**src/rtl/ps2_pkg.sv**
```systemverilog
// rtl/ps2_pkg.sv - shared constants, prefix-state enum and helpers for the PS/2 keyboard decoder
package ps2_pkg;

   localparam logic [7:0] PS2_PFX_EXT    = 8'hE0;
   localparam logic [7:0] PS2_PFX_BRK    = 8'hF0;
   localparam logic [7:0] PS2_PFX_E1     = 8'hE1;
   localparam int         PS2_FRAME_BITS = 11;

   typedef enum logic [1:0] {
      IDLE,
      EXT,
      BRK,
      EXT_BRK
   } ps2_pfx_t;

   function automatic logic ps2_is_prefix(input logic [7:0] code);
      return (code == PS2_PFX_EXT) || (code == PS2_PFX_BRK) || (code == PS2_PFX_E1);
   endfunction

endpackage

```
**src/rtl/ps2_rx_frame.sv**
```systemverilog
// rtl/ps2_rx_frame.sv - PS/2 pin synchroniser, clock filter and 11-bit frame receiver with timeout
module ps2_rx_frame
   import ps2_pkg::*;
#(
   parameter int          FILTER_LEN = 8,
   parameter logic [23:0] TIMEOUT    = 24'd2_000_000
) (
   input  logic       clk_sys,
   input  logic       reset,
   input  logic       ps2_clk,
   input  logic       ps2_data,
   output logic       byte_valid,
   output logic [7:0] data_byte,
   output logic       frame_err
);

   localparam int FW = $clog2(FILTER_LEN + 1);
   localparam logic [3:0] LAST_BIT = 4'(PS2_FRAME_BITS - 1);
   localparam logic [3:0] PAR_BIT  = 4'(PS2_FRAME_BITS - 2);

   logic [1:0]    clk_sync;
   logic [1:0]    data_sync;
   logic          filt_clk;
   logic          filt_prev;
   logic [FW-1:0] filt_cnt;
   logic [3:0]    bitcnt;
   logic [7:0]    shreg;
   logic          parity_acc;
   logic [23:0]   tcnt;
   logic          fall;
   logic          sdata;
   logic          timeout_hit;

   always_ff @(posedge clk_sys) begin
      if (reset) begin
         clk_sync  <= 2'b11;
         data_sync <= 2'b11;
      end else begin
         clk_sync  <= {clk_sync[0], ps2_clk};
         data_sync <= {data_sync[0], ps2_data};
      end
   end

   // The filtered clock only moves after FILTER_LEN consecutive disagreeing samples.
   always_ff @(posedge clk_sys) begin
      if (reset) begin
         filt_clk  <= 1'b1;
         filt_prev <= 1'b1;
         filt_cnt  <= '0;
      end else begin
         filt_prev <= filt_clk;
         if (clk_sync[1] == filt_clk) begin
            filt_cnt <= '0;
         end else if (filt_cnt == FW'(FILTER_LEN - 1)) begin
            filt_clk <= clk_sync[1];
            filt_cnt <= '0;
         end else begin
            filt_cnt <= filt_cnt + 1'b1;
         end
      end
   end

   assign fall        = filt_prev & ~filt_clk;
   assign sdata       = data_sync[1];
   assign timeout_hit = (bitcnt != 4'd0) && !fall && (tcnt == TIMEOUT - 24'd1);

   always_ff @(posedge clk_sys) begin
      if (reset) begin
         bitcnt     <= 4'd0;
         shreg      <= 8'h00;
         parity_acc <= 1'b0;
         byte_valid <= 1'b0;
         data_byte  <= 8'h00;
         frame_err  <= 1'b0;
         tcnt       <= 24'd0;
      end else begin
         byte_valid <= 1'b0;
         frame_err  <= 1'b0;

         if (bitcnt == 4'd0 || fall || timeout_hit) begin
            tcnt <= 24'd0;
         end else begin
            tcnt <= tcnt + 24'd1;
         end

         if (fall) begin
            if (bitcnt == 4'd0) begin
               // A high start bit is rejected on the spot so the receiver realigns.
               if (sdata) begin
                  frame_err <= 1'b1;
               end else begin
                  bitcnt     <= 4'd1;
                  parity_acc <= 1'b0;
               end
            end else if (bitcnt < PAR_BIT) begin
               shreg      <= {sdata, shreg[7:1]};
               parity_acc <= parity_acc ^ sdata;
               bitcnt     <= bitcnt + 4'd1;
            end else if (bitcnt == PAR_BIT) begin
               parity_acc <= parity_acc ^ sdata;
               bitcnt     <= LAST_BIT;
            end else begin
               bitcnt <= 4'd0;
               if (parity_acc && sdata) begin
                  byte_valid <= 1'b1;
                  data_byte  <= shreg;
               end else begin
                  frame_err <= 1'b1;
               end
            end
         end else if (timeout_hit) begin
            bitcnt    <= 4'd0;
            frame_err <= 1'b1;
         end
      end
   end

endmodule

```
**src/rtl/ps2_key_decoder.sv**
```systemverilog
// rtl/ps2_key_decoder.sv - PS/2 keyboard front end folding E0/F0 prefixes into toggling ps2_key events
module ps2_key_decoder
   import ps2_pkg::*;
#(
   parameter int          FILTER_LEN = 8,
   parameter logic [23:0] TIMEOUT    = 24'd2_000_000
) (
   input  logic        clk_sys,
   input  logic        reset,
   input  logic        ps2_clk,
   input  logic        ps2_data,
   output logic [10:0] ps2_key,
   output logic        frame_err
);

   logic       byte_valid;
   logic [7:0] rx_byte;
   ps2_pfx_t   state;
   ps2_pfx_t   state_nxt;
   logic       emit;
   logic [9:0] event_word;

   ps2_rx_frame #(
      .FILTER_LEN (FILTER_LEN),
      .TIMEOUT    (TIMEOUT)
   ) u_rx (
      .clk_sys    (clk_sys),
      .reset      (reset),
      .ps2_clk    (ps2_clk),
      .ps2_data   (ps2_data),
      .byte_valid (byte_valid),
      .data_byte  (rx_byte),
      .frame_err  (frame_err)
   );

   always_ff @(posedge clk_sys) begin
      if (reset) begin
         state <= IDLE;
      end else begin
         state <= state_nxt;
      end
   end

   always_comb begin
      state_nxt = state;
      if (byte_valid) begin
         if (rx_byte == PS2_PFX_EXT) begin
            if (state == IDLE) begin
               state_nxt = EXT;
            end else if (state == BRK) begin
               state_nxt = EXT_BRK;
            end
         end else if (rx_byte == PS2_PFX_BRK) begin
            if (state == IDLE) begin
               state_nxt = BRK;
            end else if (state == EXT) begin
               state_nxt = EXT_BRK;
            end
         end else if (rx_byte != PS2_PFX_E1) begin
            state_nxt = IDLE;
         end
      end
   end

   always_comb begin
      emit       = byte_valid && !ps2_is_prefix(rx_byte);
      event_word = {~(state == BRK || state == EXT_BRK),
                    (state == EXT || state == EXT_BRK),
                    rx_byte};
   end

   always_ff @(posedge clk_sys) begin
      if (reset) begin
         ps2_key <= 11'h000;
      end else if (emit) begin
         ps2_key <= {~ps2_key[10], event_word};
      end
   end

endmodule

```
**config.mk**
```make
export PLATFORM = sky130hd
export DESIGN_NAME = ps2_key_decoder
export DESIGN_NICKNAME = d
export VERILOG_FILES = /design/src/rtl/ps2_pkg.sv /design/src/rtl/ps2_rx_frame.sv /design/src/rtl/ps2_key_decoder.sv
export SDC_FILE = /design/constraint.sdc
export NUM_CORES = 1
export LEC_CHECK = 0
export CAP_MARGIN = 20
export CELL_PAD_IN_SITES_DETAIL_PLACEMENT = 0
export CELL_PAD_IN_SITES_GLOBAL_PLACEMENT = 2
export CORE_MARGIN = 2
export CORE_UTILIZATION = 33
export DETAILED_ROUTE_END_ITERATION = 16
export HOLD_SLACK_MARGIN = 0.1
export PLACE_DENSITY = 0.8
export SKIP_LAST_GASP = 1
export SLEW_MARGIN = 20
export SYNTH_ARGS = -nofsm -noshare
export SYNTH_HDL_FRONTEND = slang
export SYNTH_SLANG_ARGS = --single-unit
export TNS_END_PERCENT = 30
```
**constraint.sdc**
```tcl
create_clock -name clk_sys -period 2.1 [get_ports clk_sys]
set_input_delay 0.42 -clock clk_sys [delete_from_list [all_inputs] [get_ports clk_sys]]
set_output_delay 0.42 -clock clk_sys [all_outputs]
set_load 0.01 [all_outputs]
```
==> impl_metrics.prom, run 1 <==
# TYPE chip_impl_metric gauge
chip_impl_info{name="outcome",value="finished clean"} 1
chip_impl_metric{name="place_ws",unit="ps"} -5.52
chip_impl_metric{name="detailedRoute.firstPassIterationCount",unit=""} 4
chip_impl_metric{name="avgRoutedWirePerCell",unit="um"} 12.3
chip_impl_metric{name="tightest_slew",unit="ps"} 462
chip_impl_info{name="min_path_type",value="reg -> reg"} 1
chip_impl_metric{name="synthesis.yosys.warnings",unit=""} 0
chip_impl_metric{name="power_per_cell_area",unit="nW/um2"} 715
chip_impl_metric{name="synthToLayoutAreaGrowth",unit="%"} 22.2
chip_impl_metric{name="grt.total_usage",unit=""} 0.129
chip_impl_info{name="cts_tree",value="built"} 1
chip_impl_metric{name="grt_start_max_net_pins",unit=""} 32
chip_impl_info{name="synth_common_cells",value="70 x sky130_fd_sc_hd__dfxtp_1, 24 x sky130_fd_sc_hd__nor2_1, 22 x sky130_fd_sc_hd__a21oi_1, 20 x sky130_fd_sc_hd__nand3_1, 19 x sky130_fd_sc_hd__nand2_1"} 1
chip_impl_metric{name="power_switching_share",unit=""} 0.199
chip_impl_metric{name="clockPowerShare",unit=""} 0.490
chip_impl_metric{name="floorplan.rows",unit=""} 35
chip_impl_metric{name="p_int",unit="mW"} 2.14
chip_impl_metric{name="maxCapViolCount",unit=""} 0
chip_impl_info{name="crit_chain",value="ha_1, nand2_1, or4_4, or4_1, a211oi_1"} 1
chip_impl_metric{name="finalMaxSlewViolations",unit=""} 0
chip_impl_metric{name="synthesis.area_per_instance",unit="um2"} 8.95
chip_impl_info{name="synth_ff_type",value="sky130_fd_sc_hd__dfxtp_1"} 1
chip_impl_metric{name="ioPinCount",unit=""} 16
chip_impl_info{name="grt_setup_unrepaired",value="true"} 1
chip_impl_metric{name="grt_first_pass_wirelength",unit="um"} 10400
chip_impl_metric{name="dr.first_iter.drc_count",unit=""} 143
chip_impl_metric{name="setup_viol_count_final",unit=""} 0
chip_impl_metric{name="cts_hold_buf",unit=""} 0
chip_impl_info{name="synth.most_common_cell",value="sky130_fd_sc_hd__dfxtp_1"} 1
chip_impl_metric{name="detail_route.drc_violations",unit=""} 0
chip_impl_metric{name="postRouteWirelength",unit="um"} 6050
chip_impl_metric{name="postSynthRegisterBits",unit=""} 70
chip_impl_metric{name="relSlewSlack",unit=""} 0.688
chip_impl_metric{name="die_height",unit="um"} 100
chip_impl_metric{name="cp_data_required_time",unit="ps"} 2350
chip_impl_metric{name="mappedNetlistArea",unit="um2"} 3050
chip_impl_metric{name="power.share.combinational",unit=""} 0.011
chip_impl_info{name="synth_area_leader_cell",value="sky130_fd_sc_hd__dfxtp_1"} 1
chip_impl_metric{name="worst_voltage_drop_across_the_vdd_grid",unit="uV"} 335
chip_impl_metric{name="antenna_found_initial",unit=""} 0
chip_impl_metric{name="mappedNetlistNets",unit=""} 351
chip_impl_metric{name="netlist_instances",unit=""} 341
chip_impl_metric{name="synth-seq-area-share",unit=""} 0.459
chip_impl_info{name="worstSetupStartpointType",value="flip-flop"} 1
chip_impl_metric{name="period_share",unit=""} 0.958
chip_impl_metric{name="crit_arrival",unit="ps"} 2260
chip_impl_info{name="endpoint_kind",value="flip-flop"} 1
chip_impl_metric{name="grt_pass1_vias",unit=""} 2242
chip_impl_metric{name="fin_skew",unit="ps"} 9.18
chip_impl_metric{name="postLayoutSetupSlackWorst",unit="ps"} 87.5
chip_impl_metric{name="inserted_diodes",unit=""} 0
chip_impl_metric{name="dpl.hpwl",unit="um"} 4190
chip_impl_metric{name="gpl_congestion",unit=""} 0.772
chip_impl_metric{name="worst-r2r-setup-slack",unit="ps"} 90
chip_impl_info{name="setup.worst_path.class",value="reg -> reg"} 1
chip_impl_metric{name="share_seq_of_total_power",unit=""} 0.499
chip_impl_metric{name="postLayoutCoreUtil",unit=""} 0.410
chip_impl_metric{name="crit_path_max_incr_delay",unit="ps"} 570
chip_impl_metric{name="ratio_of_routed_vias_to_standard_cells",unit=""} 5.08
chip_impl_metric{name="max_freq",unit="GHz"} 0.497
chip_impl_metric{name="critical_path.max_fanout",unit=""} 7
chip_impl_metric{name="psw",unit="mW"} 0.531
chip_impl_metric{name="clkSinkCount",unit=""} 70
chip_impl_metric{name="fin_nets",unit=""} 385
chip_impl_metric{name="worstSkewPairLatency",unit="ps"} 350
chip_impl_metric{name="core",unit="um2"} 9110
chip_impl_metric{name="dieArea",unit="um2"} 10000
chip_impl_metric{name="clock_path_buffers",unit=""} 2
chip_impl_metric{name="grt_overflow_total",unit=""} 0
chip_impl_info{name="cts_root_buf",value="sky130_fd_sc_hd__clkbuf_8"} 1
chip_impl_metric{name="port_buffers",unit=""} 15
chip_impl_metric{name="layout-drive-gt1-share",unit=""} 0.147
chip_impl_metric{name="place_inst",unit=""} 475
chip_impl_metric{name="dr_total_vias",unit=""} 2496
chip_impl_metric{name="synth-edff-count",unit=""} 0
chip_impl_metric{name="ant_nets",unit=""} 0
chip_impl_metric{name="period_needed",unit="ps"} 2010
chip_impl_metric{name="synth.lib_cells_used.distinct",unit=""} 46
chip_impl_metric{name="yosys.area.top_type_share",unit=""} 0.459
chip_impl_metric{name="async_reset_ff_frac",unit=""} 0
chip_impl_metric{name="timing.final.hold_violations",unit=""} 0
chip_impl_metric{name="dieWidth",unit="um"} 100
chip_impl_metric{name="ctsHtreeMaxLevel",unit=""} 3
chip_impl_info{name="ys_top_cells_by_area",value="sky130_fd_sc_hd__dfxtp_1 46%, sky130_fd_sc_hd__mux2i_1 3.9%, sky130_fd_sc_hd__a21oi_1 3.6%"} 1
chip_impl_info{name="cpMaxStageDelayCell",value="sky130_fd_sc_hd__or4_4"} 1
chip_impl_metric{name="cts.clk_slew.worst_paths",unit="ps"} 80
chip_impl_metric{name="final-instance-count-excl-fill",unit=""} 491
chip_impl_metric{name="numCtsBuffers",unit=""} 9
chip_impl_metric{name="start_util",unit=""} 0.335
chip_impl_metric{name="power.leakage",unit="nW"} 1.30
[state kept, by name, summed over array words and instances, names as in the netlist, 2 cells and up]
signal          cells
u_rx.data_sync      2
state               2
u_rx.data_byte      8
u_rx.bitcnt         4
u_rx.filt_cnt       4
u_rx.clk_sync       2
ps2_key            11
u_rx.shreg          8
u_rx.tcnt          24
[metrics by stage]
stage,TNS (ps),area [um2],total power [mW],hold WS (ps)
3_5_place_dp,-5.52,3480,1.39,398
3_3_place_gp,0,3480,1.39,394
5_1_grt,-42.6,3730,2.77,432
2_1_floorplan,0,3050,1.38,389
4_1_cts,0,3730,2.71,417
6_report,0,3730,2.67,415
[kinds of logic (layout without fill, tap and decap cells)]
logic type / after synthesis / in the layout / share of synthesized area
DFF: 70 / 70 / 0.459
and+or+nand+nor: 137 / 137 / 0.243
adders and majority gates: 7 / 7 / 0.0279
xor gates and xnor gates: 19 / 19 / 0.0545
AOI/OAI and AO/OA: 69 / 69 / 0.143
muxes: 12 / 12 / 0.0393
buffers and inverters: 27 / 66 / 0.0336
[cell type report]
cell class              instances  area (um2)
inverters                       8        30.0
well taps                     111         139
clock inverters                 5         108
flip-flops and latches         70        1400
fillers                       930        5380
repair buffers                 42         365
multi-input cells             244        1560
clock buffers                  11         131
[metal layers]
metal,vias to the layer above,track usage,wire length [um],part of all wire
met1,1159,0.167,3040,0.50
met3,11,0.0313,154,0.025
met2,27,0.200,2740,0.45
met4,0,0.0664,126,0.021
li1,1299,-,-,-
met5,-,0,0,0
[final timing paths]
path                            depth (start not counted)             start                to
worst min register to register                          1  u_rx.clk_sync[0]  u_rx.clk_sync[1]
worst max register to register                          5      u_rx.tcnt[1]     u_rx.tcnt[20]
worst max-delay path                                    5      u_rx.tcnt[1]     u_rx.tcnt[20]
worst min-delay path                                    1  u_rx.clk_sync[0]  u_rx.clk_sync[1]
[timing repair]
item                       in CTS  in global routing
setup endpoints to repair       1                  5
resized for setup               1                  1
setup buffers                   0                  0
gates cloned                    0                  0
pin swaps                       0                  0
[cells in the final DEF, fill, tap and decap left out, drive strengths merged, types with 3 or more instances in the layout]
cell type / instances
nor4: 4
o211ai: 3
a211oi: 10
buf: 27
o21ai: 18
clkbuf: 11
ha: 6
nand3: 21
xor2: 7
nor2b: 4
o31ai: 3
bufinv: 3
nor4b: 4
nand2: 19
or2: 7
mux2i: 12
nor2: 24
clkdlybuf4s50: 15
dfxtp: 70
inv: 8
nor3: 18
or4: 5
nand4: 8
xnor2: 12
or3: 9
a21oi: 22
[power by group through the flow]
stage	combinational, mW	clock, mW	sequential (mW)
4_1_cts	0.0287	1.35	1.33
3_3_place_gp	0.0286	0	1.36
2_1_floorplan	0.0171	0	1.36
6_report	0.0281	1.31	1.33
3_5_place_dp	0.0287	0	1.36
5_1_grt	0.0314	1.40	1.33
[worst max-delay path: cells and delay by family, from the launching register on]
kind                     cells  cell delay (ps)
flip-flops                   1              370
AND/OR/NAND/NOR              3             1130
adder cells (fa/ha/maj)      1              180
AO/OA/AOI/OAI                1              250
Note: power is estimated with default switching activity, not from simulation.
==> run 2, diff against run 1 <==
CORE_MARGIN = 5   (was 2)
REMOVE_ABC_BUFFERS = 1   (was not set)
SKIP_LAST_GASP = not set   (was 1)
==> run 2 against run 1 <==
Against the previous run:
- non-clock buffer count down 3
- highest routed layer unchanged
- register-to-register slack better by 40 ps
- core utilization down 0.43 points
- combinational power up 12%
- sequential share of layout area up 0.46 points
- hold slack worse by 0.93 ps
==> impl_metrics.prom, run 2 (synthesis gave the netlist of run 1 again) <==
# TYPE chip_impl_metric gauge
chip_impl_metric{name="clkSinkCount",unit=""} 70
chip_impl_metric{name="hold_ws",unit="ps"} 414
chip_impl_metric{name="grt_overflow_total",unit=""} 0
chip_impl_metric{name="ratio_of_routed_vias_to_standard_cells",unit=""} 5.07
chip_impl_metric{name="grt_pass1_vias",unit=""} 2356
chip_impl_metric{name="tightest_slew",unit="ps"} 427
chip_impl_metric{name="antenna_found_initial",unit=""} 0
chip_impl_metric{name="relSlewSlack",unit=""} 0.711
chip_impl_metric{name="grt_first_pass_wirelength",unit="um"} 10900
chip_impl_metric{name="grt_start_max_net_pins",unit=""} 30
chip_impl_metric{name="power.leakage",unit="nW"} 1.27
chip_impl_metric{name="dieWidth",unit="um"} 106
chip_impl_metric{name="fin_skew",unit="ps"} 12.9
chip_impl_metric{name="inserted_diodes",unit=""} 0
chip_impl_metric{name="period_share",unit=""} 0.939
chip_impl_metric{name="dpl.hpwl",unit="um"} 4330
chip_impl_metric{name="critical_path.max_fanout",unit=""} 5
chip_impl_metric{name="max_freq",unit="GHz"} 0.507
chip_impl_metric{name="setup_viol_count_final",unit=""} 0
chip_impl_metric{name="wl_met1",unit="um"} 3310
chip_impl_metric{name="power_per_cell_area",unit="nW/um2"} 672
chip_impl_metric{name="num-fill-cells",unit=""} 928
chip_impl_metric{name="largest_register_ff_count",unit=""} 24
chip_impl_metric{name="ioPinCount",unit=""} 16
chip_impl_metric{name="multiInputGateArea",unit="um2"} 1560
chip_impl_info{name="endpoint_kind",value="flip-flop"} 1
chip_impl_metric{name="fin_nets",unit=""} 382
chip_impl_metric{name="cts.clk_slew.worst_paths",unit="ps"} 80
chip_impl_metric{name="finalMaxSlewViolations",unit=""} 0
chip_impl_info{name="grt_setup_unrepaired",value="false"} 1
chip_impl_metric{name="worstSkewPairLatency",unit="ps"} 350
chip_impl_metric{name="cts_hold_buf",unit=""} 0
chip_impl_info{name="registers_with_the_highest_flip_flop_counts",value="u_rx.tcnt x24, ps2_key x11"} 1
chip_impl_metric{name="dr.first_iter.drc_count",unit=""} 98
chip_impl_info{name="min_path_type",value="reg -> reg"} 1
chip_impl_metric{name="postLayoutCoreUtil",unit=""} 0.405
chip_impl_metric{name="design_area",unit="um2"} 3690
chip_impl_metric{name="postRouteWirelength",unit="um"} 6270
chip_impl_metric{name="crit_arrival",unit="ps"} 2240
chip_impl_metric{name="cp_data_required_time",unit="ps"} 2360
chip_impl_metric{name="detail_route.drc_violations",unit=""} 0
chip_impl_info{name="largest-register",value="u_rx.tcnt"} 1
chip_impl_metric{name="floorplan.rows",unit=""} 35
chip_impl_metric{name="seq_area",unit="um2"} 1400
chip_impl_metric{name="ctsHtreeMaxLevel",unit=""} 3
chip_impl_metric{name="maxCapViolCount",unit=""} 0
chip_impl_info{name="setup.worst_path.class",value="reg -> reg"} 1
chip_impl_info{name="outcome",value="finished clean"} 1
chip_impl_metric{name="placedInstanceArea",unit="um2"} 3470
chip_impl_metric{name="dr_total_vias",unit=""} 2473
chip_impl_info{name="most_common_library_cell_in_the_layout_ignoring_fill_and_taps",value="sky130_fd_sc_hd__dfxtp_1"} 1
chip_impl_metric{name="gpl_congestion",unit=""} 0.764
chip_impl_metric{name="port_buffers",unit=""} 15
chip_impl_metric{name="final-instance-count-excl-fill",unit=""} 488
chip_impl_metric{name="start_util",unit=""} 0.335
chip_impl_metric{name="place_inst",unit=""} 472
chip_impl_metric{name="sum_of_met3_wire_segment_lengths_after_detailed_routing",unit="um"} 204
chip_impl_info{name="cts_root_buf",value="sky130_fd_sc_hd__clkbuf_8"} 1
chip_impl_info{name="layout.cells.most_common_list",value="68 x sky130_fd_sc_hd__dfxtp_1, 24 x sky130_fd_sc_hd__nor2_1, 22 x sky130_fd_sc_hd__a21oi_1, 22 x sky130_fd_sc_hd__buf_4, 20 x sky130_fd_sc_hd__nand3_1"} 1
chip_impl_metric{name="ant_nets",unit=""} 0
chip_impl_info{name="topRoutingLayerUsed",value="met4"} 1
chip_impl_metric{name="synthToLayoutAreaGrowth",unit="%"} 20.9
chip_impl_metric{name="core",unit="um2"} 9110
chip_impl_metric{name="period_needed",unit="ps"} 1970
chip_impl_info{name="cts_tree",value="built"} 1
chip_impl_metric{name="layout-drive-gt1-share",unit=""} 0.151
chip_impl_metric{name="sum_of_internal_switching_and_leakage_power",unit="mW"} 2.48
chip_impl_metric{name="detailedRoute.firstPassIterationCount",unit=""} 4
chip_impl_info{name="worstSetupStartpointType",value="flip-flop"} 1
chip_impl_metric{name="avgRoutedWirePerCell",unit="um"} 12.8
chip_impl_metric{name="grt.total_usage",unit=""} 0.119
chip_impl_metric{name="clock_path_buffers",unit=""} 2
chip_impl_metric{name="die_height",unit="um"} 106
chip_impl_metric{name="timing.final.hold_violations",unit=""} 0
chip_impl_metric{name="dieArea",unit="um2"} 11300
chip_impl_metric{name="numCtsBuffers",unit=""} 9
chip_impl_metric{name="worst_voltage_drop_across_the_vdd_grid",unit="uV"} 235
chip_impl_metric{name="met2WireLength",unit="um"} 2680
## run 2: routing by layer
metal	track usage	vias to the layer above
met5	0	-
met1	0.161	1137
met3	0.0237	7
li1	-	1298
met4	0.0694	0
met2	0.176	31
## run 2: report_power, final
part	total (mW)	leakage, nW	internal, mW	switching, mW
logic	0.0316	0.605	0.0143	0.0173
registers	1.33	0.566	1.33	0.00184
clock network	1.12	0.103	0.587	0.533
total	2.48	1.27	1.93	0.552
## run 2: timing repair
item                                   4_1_cts  5_1_grt
endpoints found under the hold margin        0        0
resized for setup                            1        3
setup buffers                                0        0
setup endpoints to repair                    1        3
cloned                                       0        0
## run 2: layout make-up
class,count,area share
Clock inverter,6,0.0186
Sequential cell,70,0.380
Clock buffer,10,0.0373
Tap cell,111,0.0376
Multi-Input combinational cell,244,0.422
Inverter,8,0.00813
Timing Repair Buffer,39,0.0962
## run 2: worst paths after layout
check / from / endpoint / slack, ps / cells past startpoint
worst min register to register: u_rx.data_sync[0] / u_rx.data_sync[1] / 410 / 1
worst max register to register: u_rx.tcnt[7] / u_rx.tcnt[23] / 130 / 4
worst min-delay path: u_rx.data_sync[0] / u_rx.data_sync[1] / 410 / 1
worst max-delay path: u_rx.tcnt[7] / u_rx.tcnt[23] / 130 / 4
## run 2: worst max-delay path, stage by stage (launching register included)
cell and delay, ps:
sky130_fd_sc_hd__dfxtp_1 420, sky130_fd_sc_hd__nand3_1 150, sky130_fd_sc_hd__or4_1 560, sky130_fd_sc_hd__or4_1 550, sky130_fd_sc_hd__a211oi_2 230
## run 2: metrics by stage
stage | setup slack (ps) | setup TNS [ps]
floorplan | 36.1 | 0
global placement | 44.7 | 0
detailed placement | -0.959 | -0.959
CTS | 82.3 | 0
global route | 11.6 | 0
finish | 127 | 0
